## config.mk

```make
export PLATFORM = sky130hd
export DESIGN_NAME = ifetch_ctrl
export DESIGN_NICKNAME = d
export VERILOG_FILES = /design/src/rtl/mips_pkg.sv /design/src/rtl/ifetch_fifo.sv /design/src/rtl/ifetch_ctrl.sv
export SDC_FILE = /design/constraint.sdc
export NUM_CORES = 1
export LEC_CHECK = 0
export CAP_MARGIN = 20
export CELL_PAD_IN_SITES_DETAIL_PLACEMENT = 1
export CELL_PAD_IN_SITES_GLOBAL_PLACEMENT = 1
export CORE_MARGIN = 1.5
export CORE_UTILIZATION = 35
export DETAILED_ROUTE_END_ITERATION = 7
export PLACE_DENSITY = 0.8
export SLEW_MARGIN = 0
export SYNTH_ARGS = -nofsm -noshare
export SYNTH_HDL_FRONTEND = slang
export SYNTH_HIERARCHICAL = 1
export SYNTH_SLANG_ARGS = --single-unit
```

## constraint.sdc

```tcl
create_clock -name clk -period 10.39 [get_ports clk]
set_input_delay 2.078 -clock clk [delete_from_list [all_inputs] [get_ports clk]]
set_output_delay 2.078 -clock clk [all_outputs]
set_load 0.01 [all_outputs]
```

## src/rtl/mips_pkg.sv

```systemverilog
// mips_pkg: shared widths, fetch FSM states and the fetch buffer entry type
// used by the instruction-fetch sequencer and its decode buffer.
package mips_pkg;

    localparam int unsigned INSTR_W = 32;
    localparam int unsigned ADDR_W  = 32;

    typedef enum logic {
        FETCH = 1'b0,
        FAULT = 1'b1
    } fetch_state_e;

    typedef struct packed {
        logic [ADDR_W-1:0]  pc;
        logic [INSTR_W-1:0] instr;
    } fetch_entry_t;

endpackage

```

## src/rtl/ifetch_fifo.sv

```systemverilog
// ifetch_fifo: synchronous FIFO of fetch_entry_t between fetch and decode.
// Ports:
//   clk_i, reset_i  - clock, synchronous active-high reset
//   push_i, wdata_i - write an entry at the tail (ignored when full without pop)
//   pop_i           - remove the head entry (ignored when empty)
//   flush_i         - discard all entries; overrides push and pop
//   rdata_o         - head entry (registered storage, no comb path from inputs)
//   count_o         - number of stored entries
//   full_o, empty_o - occupancy flags
module ifetch_fifo
    import mips_pkg::*;
#(
    parameter int unsigned DEPTH = 2
) (
    input  logic                       clk_i,
    input  logic                       reset_i,
    input  logic                       push_i,
    input  logic                       pop_i,
    input  logic                       flush_i,
    input  fetch_entry_t               wdata_i,
    output fetch_entry_t               rdata_o,
    output logic [$clog2(DEPTH):0]     count_o,
    output logic                       full_o,
    output logic                       empty_o
);

    localparam int unsigned PW = $clog2(DEPTH);

    fetch_entry_t         mem [DEPTH];
    logic [PW-1:0]        wr_ptr_q, wr_ptr_d;
    logic [PW-1:0]        rd_ptr_q, rd_ptr_d;
    logic [PW:0]          cnt_q, cnt_d;
    logic                 do_push, do_pop;

    assign full_o  = (cnt_q == (PW+1)'(DEPTH));
    assign empty_o = (cnt_q == '0);
    assign count_o = cnt_q;
    assign rdata_o = mem[rd_ptr_q];

    assign do_pop  = pop_i && !empty_o;
    assign do_push = push_i && (!full_o || do_pop);

    always_comb begin
        wr_ptr_d = wr_ptr_q;
        rd_ptr_d = rd_ptr_q;
        cnt_d    = cnt_q;
        if (flush_i) begin
            wr_ptr_d = '0;
            rd_ptr_d = '0;
            cnt_d    = '0;
        end else begin
            if (do_push) wr_ptr_d = wr_ptr_q + 1'b1;
            if (do_pop)  rd_ptr_d = rd_ptr_q + 1'b1;
            case ({do_push, do_pop})
                2'b10:   cnt_d = cnt_q + 1'b1;
                2'b01:   cnt_d = cnt_q - 1'b1;
                default: cnt_d = cnt_q;
            endcase
        end
    end

    always_ff @(posedge clk_i) begin
        if (reset_i) begin
            wr_ptr_q <= '0;
            rd_ptr_q <= '0;
            cnt_q    <= '0;
        end else begin
            wr_ptr_q <= wr_ptr_d;
            rd_ptr_q <= rd_ptr_d;
            cnt_q    <= cnt_d;
        end
    end

    // Storage needs no reset: an entry is only visible once counted.
    always_ff @(posedge clk_i) begin
        if (!reset_i && !flush_i && do_push) begin
            mem[wr_ptr_q] <= wdata_i;
        end
    end

endmodule

```

## src/rtl/ifetch_ctrl.sv

```systemverilog
// ifetch_ctrl: instruction-fetch sequencer. Owns the fetch PC, addresses the
// combinational instruction memory, buffers {pc, instr} for decode and handles
// redirects, stalls and misaligned / out-of-range fetch faults.
// Ports:
//   clk, reset          - clock, synchronous active-high reset
//   enable              - 1 = fetch allowed; 0 = hold PC, buffer keeps draining
//   im_addr / im_cmd    - instruction memory address (fetch PC) / returned word
//   redirect_valid/_pc  - taken branch/jump: flush buffer, load new fetch PC
//   out_valid/out_ready - decode handshake on the buffer head
//   out_instr, out_pc, out_pc_plus4 - head entry (zero while out_valid=0)
//   fault               - sticky fetch fault, cleared only by redirect/reset
//   icount              - count of instructions accepted by decode
module ifetch_ctrl
    import mips_pkg::*;
#(
    parameter logic [31:0] RESET_PC   = 32'h0000_0000,
    parameter int unsigned IM_SIZE    = 128,
    parameter int unsigned FIFO_DEPTH = 2
) (
    input  logic        clk,
    input  logic        reset,
    input  logic        enable,
    output logic [31:0] im_addr,
    input  logic [31:0] im_cmd,
    input  logic        redirect_valid,
    input  logic [31:0] redirect_pc,
    output logic        out_valid,
    input  logic        out_ready,
    output logic [31:0] out_instr,
    output logic [31:0] out_pc,
    output logic [31:0] out_pc_plus4,
    output logic        fault,
    output logic [31:0] icount
);

    localparam int unsigned CW       = $clog2(FIFO_DEPTH) + 1;
    // 33 bits so a large IM_SIZE cannot wrap the limit.
    localparam logic [32:0] IM_BYTES = 33'(IM_SIZE) << 2;

    fetch_state_e   state_q, state_d;
    logic [31:0]    fpc_q, fpc_d;
    logic           fault_q, fault_d;
    logic [31:0]    icount_q, icount_d;

    logic           fifo_push, fifo_pop, fifo_flush;
    logic           fifo_full, fifo_empty;
    logic [CW-1:0]  fifo_count;
    fetch_entry_t   fifo_wdata, fifo_head;
    logic           handshake, fetch_bad;

    ifetch_fifo #(.DEPTH(FIFO_DEPTH)) u_fifo (
        .clk_i   (clk),
        .reset_i (reset),
        .push_i  (fifo_push),
        .pop_i   (fifo_pop),
        .flush_i (fifo_flush),
        .wdata_i (fifo_wdata),
        .rdata_o (fifo_head),
        .count_o (fifo_count),
        .full_o  (fifo_full),
        .empty_o (fifo_empty)
    );

    assign out_valid  = (fifo_count != '0);
    assign handshake  = out_ready && !fifo_empty;
    assign fetch_bad  = (fpc_q[1:0] != 2'b00) || ({1'b0, fpc_q} >= IM_BYTES);
    assign fifo_wdata = '{pc: fpc_q, instr: im_cmd};

    always_comb begin
        state_d    = state_q;
        fpc_d      = fpc_q;
        fault_d    = fault_q;
        icount_d   = icount_q;
        fifo_push  = 1'b0;
        fifo_pop   = handshake;
        fifo_flush = 1'b0;
        if (redirect_valid) begin
            // A redirect drops the head even if decode is taking it this cycle.
            fifo_flush = 1'b1;
            fifo_pop   = 1'b0;
            fpc_d      = redirect_pc;
            fault_d    = 1'b0;
            state_d    = FETCH;
        end else begin
            if (handshake) icount_d = icount_q + 32'd1;
            case (state_q)
                FETCH: begin
                    if (fetch_bad) begin
                        fault_d = 1'b1;
                        state_d = FAULT;
                    end else if (enable && (!fifo_full || handshake)) begin
                        fifo_push = 1'b1;
                        fpc_d     = fpc_q + 32'd4;
                    end
                end
                FAULT: begin
                    // Wait for redirect or reset.
                end
                default: state_d = FETCH;
            endcase
        end
    end

    always_ff @(posedge clk) begin
        if (reset) begin
            state_q  <= FETCH;
            fpc_q    <= RESET_PC;
            fault_q  <= 1'b0;
            icount_q <= '0;
        end else begin
            state_q  <= state_d;
            fpc_q    <= fpc_d;
            fault_q  <= fault_d;
            icount_q <= icount_d;
        end
    end

    assign im_addr      = fpc_q;
    assign fault        = fault_q;
    assign icount       = icount_q;
    assign out_instr    = out_valid ? fifo_head.instr : '0;
    assign out_pc       = out_valid ? fifo_head.pc : '0;
    assign out_pc_plus4 = out_valid ? (fifo_head.pc + 32'd4) : '0;

endmodule
```

# Yosys cells after proc, flatten, opt, wreduce, memory -nomap -nowiden
# Memory sizes are Yosys's and may differ from the RTL's. A register that Yosys moved wholly into a read port is not among the register bits.
# Cells that the tools add are included.
[totals]
n_memories = 1
in_bits = 69
register_bits = 70
word_cells = 66
mem_bits_rw = 128
out_inout_bits = 162
[classes]
bitwise_logic = 2
reduce_logical = 23
n_addsub = 7
n_eq_ne = 5
mux = 20
order_cmp = 1
[mem_list]
columns = ["name", "depth", "width", "read_ports", "rd_clocked_by_memory_dff", "wr", "line", "source"]
rows = [
  ["u_fifo.mem", 2, 64, 1, 1, 1, "ifetch_fifo.sv:29", "fetch_entry_t mem [DEPTH];"],
]
[op_table]
columns = ["operator", "count"]
rows = [
  ["2-to-1 mux 32 bit", 7],
  ["adder 32 x 3 -> 32 bit (second input constant)", 2],
  ["adder 32 x 1 -> 32 bit (second input constant)", 1],
  ["greater-or-equal comparator 32 x 10 -> 1 bit (second input constant)", 1],
  ["2-to-1 mux 1 bit", 12],
  ["nonzero test 2 bit", 4],
  ["logical AND 1 bit", 6],
  ["equality test 2 bit (second input constant)", 2],
  ["zero test 1 bit", 4],
  ["inequality test 2 bit (second input constant)", 2],
  ["case mux 2 bit (2 select lines)", 1],
  ["AND reduction 2 bit", 2],
  ["OR reduction 2 bit", 2],
  ["logical OR 1 bit", 3],
  ["AND reduction 3 bit", 1],
  ["adder 1 bit (second input constant)", 2],
  ["adder 2 x 1 -> 2 bit (second input constant)", 1],
  ["equality test 2 x 1 -> 1 bit (second input constant)", 1],
  ["zero test 2 bit", 1],
  ["NOT 1 bit", 2],
  ["subtractor 2 x 1 -> 2 bit (second input constant)", 1],
]

# Depth between registers and ports, before layout
[depth]
depth_word = 13
ltp_mapped = 9
depth_no_buf = 8

# By module
# Netlist, hierarchy kept.
[by_module_without_submodules]
columns = ["module", "cells_each", "seq_area_each_um2", "area_each_um2", "instances"]
rows = [
  ["ifetch_fifo", 228, 3943.8, 4902.2, 1],
  ["ifetch_ctrl", 524, 1321.3, 4036.4, 1],
]

# Worst setup path before layout
# Ideal clock, no wire load.
[synth_path]
kind = "input -> register"
from = "input port redirect_valid"
to = "memory u_fifo/mem[1][0] in the netlist's numbering, enable pin"
arrival_ps = 9340
path_buffers = 1
cell_stages = 4
required_ps = 9725
setup_time_ps = 665
setup_slack_ps = 385
path_cell_list = "buf_6 > nor3b_4 > o21ai_2 > nor4b_1"
[synth_between]
elab_chain_len = 7
word_cells_on_any_way = 11
cone_classes = "5 x mux; 6 x reduce/logical"
[synth_rtl]
columns = ["element", "line", "source"]
rows = [
  ["from (decl)", "ifetch_ctrl.sv:25", "input logic redirect_valid,"],
  ["2-to-1 mux 1 bit", "ifetch_ctrl.sv:77", "if (redirect_valid) begin"],
  ["named net fifo_pop", "ifetch_ctrl.sv:45", "logic fifo_push, fifo_pop, fifo_flush;"],
  ["logical AND 1 bit", "ifetch_fifo.sv:40", "assign do_pop = pop_i && !empty_o;"],
  ["logical OR 1 bit", "ifetch_fifo.sv:41", "assign do_push = push_i && (!full_o || do_pop);"],
  ["logical AND 1 bit", "ifetch_fifo.sv:41", ""],
  ["logical AND 1 bit", "ifetch_fifo.sv:76", "if (!reset_i && !flush_i && do_push) begin"],
  ["2-to-1 mux 1 bit", "ifetch_fifo.sv:76", ""],
  ["2-to-1 mux 1 bit (implied by the code)", "ifetch_fifo.sv:77", "mem[wr_ptr_q] <= wdata_i;"],
  ["to (decl)", "ifetch_fifo.sv:29", ""],
]
# The timed path passes the listed nets, and every way through them passes these cells.

==> run summary <==
The worst-skew pair later-pin latency was 0.44 ns; the number of design rule violations left after detail routing was 0. At the worst endpoint, the required time is 8.31 ns. Counting along the longest clock path gives a buffer depth of 2. The worst-path maximum fanout came out at 54.

The final weighted congestion in routability-driven placement was 0.759. For the setup-violating endpoint count in the final report, the log shows 0. The worst setup path is launched from a flop. From bottom edge to top edge, the die measures 163 um. The root buffer selected by CTS is clkbuf_16.

For the number of buffers added to fix hold violations after cts, the log shows 0. The routed layout has 6547 vias. After detailed routing, the met2 layer carries 12000 um of wire.

The post-cts gate resize count was 0. The pin slew with the least headroom to its limit came out at 1.08 ns. In this run the static leakage power is 3.98 nW. The final layout contains 1042 nets. Remaining antenna violation count after routing: 0. The worst register-to-register path has a setup slack of 7.06 ns.

The flow ran to the end, and the final reports show no timing, DRC or antenna violations. After clock tree synthesis, the clock-pin slew on the worst setup and hold paths is 0.08 ns. The Yosys step of the flow raised 6 warnings. The routed wire length per instance was 19.3 um. In this run, synthesis produced a sequential element count of 199. In the final timing run, aggregate negative setup slack is 0 ns. The dominant register cell in the synthesized netlist is edfxtp_1. The wire-length estimate of the detail-placed layout is 17800 um. Timing analysis after detailed placement gives a worst setup slack of 5.08 ns. The tools report the net count of the mapped netlist as 825. The repair_antennas step left the layout with diodes totalling 0. In the detailed route, the total length drawn on met3 is 1830 um. The detailed router put a total of 11100 um of wire on met1. The run gives 58 as the placement row count.

In the layout the commonest cells are 228 x clkdlybuf4s50_1, 128 x edfxtp_1, 87 x nor2_1, 70 x dfxtp_1, 64 x mux2_2. The startpoint identified for the worst hold timing path is icount[31]. Number of pins with negative max-slew slack in the final report: 0. Setup repair after global routing left no endpoint under its margin. The least setup slack across all paths after layout is 4.62 ns, and the relative slew slack is 28.0%.

The largest net degree at the start of global routing was 78; the worst voltage drop across the vdd grid was 0.0915 mV. The synthesized netlist contains 48 unique library cells. The tool flagged a number of max-cap violations equal to 0. For the initial antenna violation count, the log shows 2. The logs give 38600 um for the wire length of the first global-routing pass and 26500 um^2 for the overall die area. In this run the horizontal extent of the chip is 163 um.

In this run, the number of DRC markers left after iteration 0 of detailed routing was 250. The number of cells on the worst reg-to-reg path was 7; the total I/O pin count was 231. The endpoint identified for the worst register-to-register timing path is u_fifo/mem[0][5]. The type of the worst min-delay path is flop to flop.

In this run the post-CTS setup repair buffer count came out at 0. The final critical path takes up 55.5% of the cycle. The worst setup path is captured at an output port.

The endpoint of the worst setup timing path is out_pc_plus4[23]. In this run the power density over the cells is 133 nW/um^2. The routed design could run at a clock period as short as 5.77 ns. The logs give 0 for the final-report hold violation count and 35.6% for the initial standard-cell utilization of the core. The tools report the H-tree depth as 4. The tools report the worst endpoint data arrival time as 3.69 ns.

The core region is 25100 um^2. The vias per cell works out to 4.99. In this run the critical register-to-register path is launched from im_addr[23].

Clock tree synthesis inserted a total of 17 buffers. Clock tree synthesis found a total of 199 sinks. Worst setup path category: flop to output port.

TritonCTS built the clock tree. Total routing resource utilization after global routing: 19.2%. Routed signal wires occupy layers up through met5.

In this run, synthesis inferred 128 flip-flops with an integrated enable. For the part of the Yosys area used for sequential elements, the log shows 58.9%. The maximum clock rate is 173 MHz, and the synthesized area divided by synthesized cell count is 11.9 um^2. The run gives 752 as the post-synthesis instance total.

The hold slack was 0.486 ns. The via count of the first global-routing pass was 6800; the worst clock skew was 0.0165 ns. The fraction of final layout cells sized beyond drive strength 1 came out at 11.3%.

During placement, the flow inserted port buffers numbering 230. For this run, asynchronously set or reset flops after synthesis account for 0%. The logs give 0 for the aggregate global routing overflow and 4 for the count of TritonRoute iterations in the first routing pass. Leaving out fill and tap cells, the most frequent cell in the layout is clkdlybuf4s50_1. The area growth from synthesis to layout is 35.1%.

The synthesized cell area was 8940 um^2; the total wire length after detailed routing was 25300 um.
## stage by stage
step | power (W) | cell area, um^2 | util [%] | cells
CTS | 0.00162 | 12100 | 48.1 | 1312
floorplan | 0.000902 | 8940 | - | 752
finish | 0.00160 | 12100 | 48.1 | 1312
global placement | 0.000957 | 11500 | 45.8 | 1279
detailed placement | 0.000961 | 11500 | 45.8 | 1280
global route | 0.00165 | 12100 | 48.1 | 1312
## area by class of cell
class                   instances  area (um^2)
fillers                      2701        13000
flip-flops and latches        199         5270
multi-input cells             495         3400
repair buffers                237         2340
clock buffers                  17          425
well taps                     330          413
clock inverters                15          159
inverters                      19         71.3
## flip-flops by register name (all words and copies together) (netlist names), named ones only
signal / cells
u_fifo/mem: 128
fault: 1
u_fifo/rd_ptr_q: 1
state_q: 1
icount: 32
u_fifo/count_o: 2
im_addr: 32
u_fifo/wr_ptr_q: 1
## Yosys cell counts (18+ instances only)
library cell	n	area, um^2
inv_1	18	67.6
and2_1	61	382
nor4_1	23	144
edfxtp_1	128	3840
nor2_1	88	330
mux2i_1	28	280
mux2_2	64	721
dfxtp_1	71	1420
clkbuf_1	24	90.1
nand2_1	25	93.8
nor3_1	22	110
xnor2_1	38	333
nand3_1	23	115
## worst min-delay path by stage
| stage | endpoint | slack, ns | depth (start not counted) |
|---|---|---|---|
| 4_1_cts | icount[31] | 0.49 | 2 |
| 5_1_grt | icount[31] | 0.53 | 2 |
| 3_5_place_dp | icount[31] | 0.48 | 2 |
| 2_1_floorplan | icount[31] | 0.50 | 2 |
| 3_3_place_gp | icount[31] | 0.46 | 2 |
| 6_report | icount[31] | 0.49 | 2 |
## where the power goes
part | total, W | switching (W) | internal (W)
Sequential | 0.000862 | 0.0000148 | 0.000848
Combinational | 0.0000792 | 0.0000330 | 0.0000462
Clock | 0.000659 | 0.000335 | 0.000324
## per-layer routing
metal	GRT usage, %	vias to the layer above
met5	0	-
met4	5.00	4
met3	6.16	28
met2	32.1	198
met1	23.7	3181
li1	-	3136
## critical path: stages, from the launching register on
cell,delay [ns]
dfxtp_2,0.49
buf_4,0.66
mux2_2,0.37
and4_1,0.21
nand2_1,0.21
nor3_1,0.35
nand3_1,0.13
mux2_1,0.33
clkdlybuf4s50_1,0.50
## logic make-up after synthesis
kind of cell,after synthesis,share of synthesized area (%)
adder cells (fa/ha/maj),4,0.560
flip-flops,199,58.9
multiplexers,94,11.5
AO/OA/AOI/OAI,50,3.43
XOR/XNOR,46,4.51
buffers and inverters,58,3.16
AND/OR/NAND/NOR,301,17.9
No activity file was read; power rests on OpenSTA's default activity.
